$ cat src/rtl/memory_arbiter.sv
// Two-port (instruction / data) arbiter in front of a single-ported RAM.
// Optional round-robin fairness between ports: define MEMORY_ARBITER_FAIRNESS_EN.
module memory_arbiter #(
  parameter int unsigned WORD_W = 32
) (
  input  logic              CLK,
  input  logic              nRST,
  input  logic              iREN,
  input  logic [WORD_W-1:0] iaddr,
  output logic              iwait,
  output logic [WORD_W-1:0] iload,
  input  logic              dREN,
  input  logic              dWEN,
  input  logic [WORD_W-1:0] daddr,
  input  logic [WORD_W-1:0] dstore,
  output logic              dwait,
  output logic [WORD_W-1:0] dload,
  output logic              ramREN,
  output logic              ramWEN,
  output logic [WORD_W-1:0] ramaddr,
  output logic [WORD_W-1:0] ramstore,
  input  logic [WORD_W-1:0] ramload,
  input  logic [1:0]        ramstate
);

  localparam logic [1:0] RamAccess = 2'd2;
  localparam logic [1:0] RamError  = 2'd3;

  typedef enum logic [1:0] {StIdle, StIServ, StDServ, StRecover} state_e;

  state_e state_q, state_d;
  logic   d_req;
  logic   pick_i;

  assign d_req = dREN | dWEN;

`ifdef MEMORY_ARBITER_FAIRNESS_EN
  logic fair_q, fair_d;
  // Instruction wins a tie only when the previous data completion starved it.
  assign pick_i = iREN & (~d_req | fair_q);
`else
  assign pick_i = iREN & ~d_req;
`endif

  always_comb begin
    state_d  = state_q;
`ifdef MEMORY_ARBITER_FAIRNESS_EN
    fair_d   = fair_q;
`endif
    iwait    = 1'b1;
    dwait    = 1'b1;
    iload    = '0;
    dload    = '0;
    ramREN   = 1'b0;
    ramWEN   = 1'b0;
    ramaddr  = '0;
    ramstore = '0;
    unique case (state_q)
      StIdle: begin
        if (pick_i) begin
          state_d = StIServ;
`ifdef MEMORY_ARBITER_FAIRNESS_EN
          fair_d  = 1'b0;
`endif
        end else if (d_req) begin
          state_d = StDServ;
        end
      end
      StIServ: begin
        if (!iREN) begin
          state_d = StIdle;
        end else begin
          ramaddr = iaddr;
          ramREN  = 1'b1;
          if (ramstate == RamAccess) begin
            iwait   = 1'b0;
            iload   = ramload;
            state_d = StIdle;
          end else if (ramstate == RamError) begin
            state_d = StRecover;
          end
        end
      end
      StDServ: begin
        if (!d_req) begin
          state_d = StIdle;
        end else begin
          ramaddr  = daddr;
          ramstore = dstore;
          ramWEN   = dWEN;
          ramREN   = dREN & ~dWEN;
          if (ramstate == RamAccess) begin
            dwait   = 1'b0;
            dload   = ramload;
            state_d = StIdle;
`ifdef MEMORY_ARBITER_FAIRNESS_EN
            if (iREN) fair_d = 1'b1;
`endif
          end else if (ramstate == RamError) begin
            state_d = StRecover;
          end
        end
      end
      StRecover: state_d = StIdle;
      default:   state_d = StIdle;
    endcase
  end

  always_ff @(posedge CLK or negedge nRST) begin
    if (!nRST) begin
      state_q <= StIdle;
`ifdef MEMORY_ARBITER_FAIRNESS_EN
      fair_q  <= 1'b0;
`endif
    end else begin
      state_q <= state_d;
`ifdef MEMORY_ARBITER_FAIRNESS_EN
      fair_q  <= fair_d;
`endif
    end
  end

endmodule

$ cat config.mk
export PLATFORM = sky130hd
export DESIGN_NAME = memory_arbiter
export DESIGN_NICKNAME = d
export VERILOG_FILES = /design/src/rtl/memory_arbiter.sv
export SDC_FILE = /design/constraint.sdc
export NUM_CORES = 1
export LEC_CHECK = 0
export ABC_CLOCK_PERIOD_IN_PS = 2330
export CAP_MARGIN = 40
export CORE_MARGIN = 10
export CORE_UTILIZATION = 21
export CTS_BUF_LIST = sky130_fd_sc_hd__clkbuf_4
export CTS_CLUSTER_SIZE = 14
export DETAILED_ROUTE_END_ITERATION = 8
export HOLD_SLACK_MARGIN = 0.15
export PLACE_DENSITY = 0.83
export SLEW_MARGIN = 20
export SYNTH_ARGS = -nofsm -noshare
export SYNTH_HDL_FRONTEND = slang
export SYNTH_SLANG_ARGS = --single-unit
$ cat constraint.sdc
create_clock -name CLK -period 2.33 [get_ports CLK]
set_clock_uncertainty 0.1 [all_clocks]
set_input_delay 0.466 -clock CLK [delete_from_list [all_inputs] [get_ports CLK]]
set_output_delay 0.466 -clock CLK [all_outputs]
set_load 0.01 [all_outputs]
==> impl_metrics.tcl <==
set metrics [dict create \
    cp.arrival_ns 1.72 \
    diodes 0 \
    worst_slew_pin_slew_ns 0.545 \
    place_area_um2 4320 \
    drive_gt1_share_pct 40.7 \
    drc 0 \
    grt_pass1_vias 2948 \
    fin_hold_ws_ns 0.302 \
    track_usage_pct 24.6 \
    fin_crit_ns 2.28 \
    drt-initial-drc-count 120 \
    cp.required_ns 1.76 \
    crit_type "flip-flop to primary output" \
    dieArea_um2 10800 \
    p_per_area_nw_per_um2 736 \
    final_common_cell "clkdlybuf4s50_1" \
    cp_max_fo 4 \
    synth_area_leaders "and3_1, a22oi_1, and2_1" \
    grt_remaining_overflow 0 \
    fin_crit_sh_pct 98.0 \
    postRouteAntennaNets 0 \
    yosysWarnings 0 \
    core_um2 6830 \
    root_buffer "clkbuf_4" \
    synth_cell_types 27 \
    cts_tree "yes" \
    cts_buffers 3 \
    cts.sinks 2 \
    finalHoldViolCount 0 \
    ir_worst_vdd_mv 0.682 \
    syn2layout_area_growth_pct 190 \
    syn_area_per_cell_um2 6.67 \
    synth_fp_nets 363 \
    num_vias 2934 \
    ys_seq_area_share_pct 3.38 \
    final_area_um2 4290 \
    top_regs "state_q (2)" \
    rsz0062_at_grt "true" \
    nets 649 \
    die_x_um 104 \
    cp-end-kind "primary output" \
    wl_mm 14.9 \
    gp_congestion 0.882 \
    timing.fmax_mhz 438 \
    antenna_found_initial 0 \
    synth_area_um2 1480 \
    num-fill-cells 653 \
    cts_hold_buf 0 \
    grt_pass1_wl_mm 20.8 \
    status "finished, final reports clean" \
    num_rows 30 \
    relSlewSlack_pct 63.2 \
    startpoint_type "flip-flop" \
    initial_core_util_pct 21.7 \
    maxSlewViolCount 0 \
    die_h_um 104 \
    leakage_nw 2.21 \
    dr.pass1.iters 4 \
    hpwl_mm 10.6 \
    yosysTopAreaCell "and3_1" \
    htree_levels 1 \
    insertion_delay_ns 0.22 \
    yosysTopAreaCellShare_pct 27.0 \
    final_cell_mix "clkdlybuf4s50_1, buf_2, and3_1, and2_1, nor2b_1" \
    clockBufferDepth 2 \
    largest_reg_flops 2 \
    io_buffer_count 266 \
    hold_class "primary input to asynchronous set/reset pin" \
    avgRoutedWirePerCell_um 24.8 \
    ios 267 \
    viasPerCell 4.87 \
    drv_cap 0 \
    synth-seq-cells 2 \
    setup_viol 0 \
    grt_max_degree 33 \
    clk_pin_slew_worst_paths_ns 0.03 \
    regMostFlops "state_q" \
    synthCells 222 \
]
synth_stat cells, drive strengths merged:
master	count
a2111oi	1
a211o	1
a21boi	1
a221oi	1
a22oi	31
a2bb2oi	2
a32oi	1
and2	35
and2b	1
and3	64
buf	9
clkbuf	18
dfrtp	2
ha	6
inv	2
nand2	3
nand3	1
nand3b	1
nor2	4
nor2b	33
nor3b	1
nor4b	1
o21a	1
o21ai	2
final timing paths:
check,startpoint,slack [ns],cells past startpoint,to
hold reg to reg,state_q[0],0.72,4,state_q[0]
hold / removal,nRST,0.30,1,state_q[1]
setup reg to reg,state_q[1],0.53,6,state_q[0]
min in group CLK,state_q[0],0.72,4,state_q[0]
max in group asynchronous,nRST,1.71,1,state_q[0]
setup / recovery,state_q[1],0.05,7,ramREN
area by class of cell:
class	instances	area [um2]	share of cell area [%]
tap	96	120	2.80
inverter	2	7.51	0.175
sequential	2	50.0	1.17
timing repair buffer	300	2570	59.9
clock buffer	3	22.5	0.525
multi-input combinational	199	1520	35.4
critical path, cell delays in order (launching register included):
cell	delay, ns
dfrtp_1	0.42
inv_2	0.10
buf_4	0.12
buf_4	0.11
ha_1	0.20
nand2_1	0.06
a21boi_0	0.17
dlygate4sd2_1	0.31
kinds of logic after synthesis:
| logic type | share of synthesized area (%) |
|---|---|
| AND/OR/NAND/NOR | 60.1 |
| buffers and inverters | 9.63 |
| adder cells (fa/ha/maj) | 5.07 |
| flip-flops | 3.38 |
| AO/OA/AOI/OAI | 21.8 |
routing by layer:
layer | global-route usage, % | up-vias | routed length [um]
met5 | 0 | - | 0
met4 | 6.26 | 0 | 333
met3 | 6.94 | 22 | 1410
met2 | 46.2 | 151 | 7980
met1 | 26.1 | 1386 | 5190
li1 | - | 1375 | -
power by group:
| part | total, W | internal, W | switching [W] |
|---|---|---|---|
| clock network | 0.0000776 | 0.0000569 | 0.0000206 |
| logic | 0.00301 | 0.00165 | 0.00136 |
| registers | 0.0000716 | 0.0000528 | 0.0000187 |
| total | 0.00316 | 0.00176 | 0.00140 |
stage by stage:
stage                     total power (W)  instances  setup slack [ns]  util (%)  TNS [ns]
after floorplan                   0.00124        222             0.412         -         0
after global placement            0.00257        575            -0.553      63.2    -58.46
after detailed placement          0.00260        575            -0.576      63.2    -60.73
after CTS                         0.00292        599           -0.0986      63.4    -0.208
after global routing              0.00335        602           -0.0556      62.8    -0.301
final                             0.00316        602            0.0473      62.8         0
what timing repair did:
action,4_1_cts,5_1_grt
resized for setup,452,100
setup buffers,8,0
pin swaps,3,0
gates cloned,13,4
endpoints found under the setup margin,132,112
endpoints found under the hold margin,0,0
(Power assumes the default switching activity.)
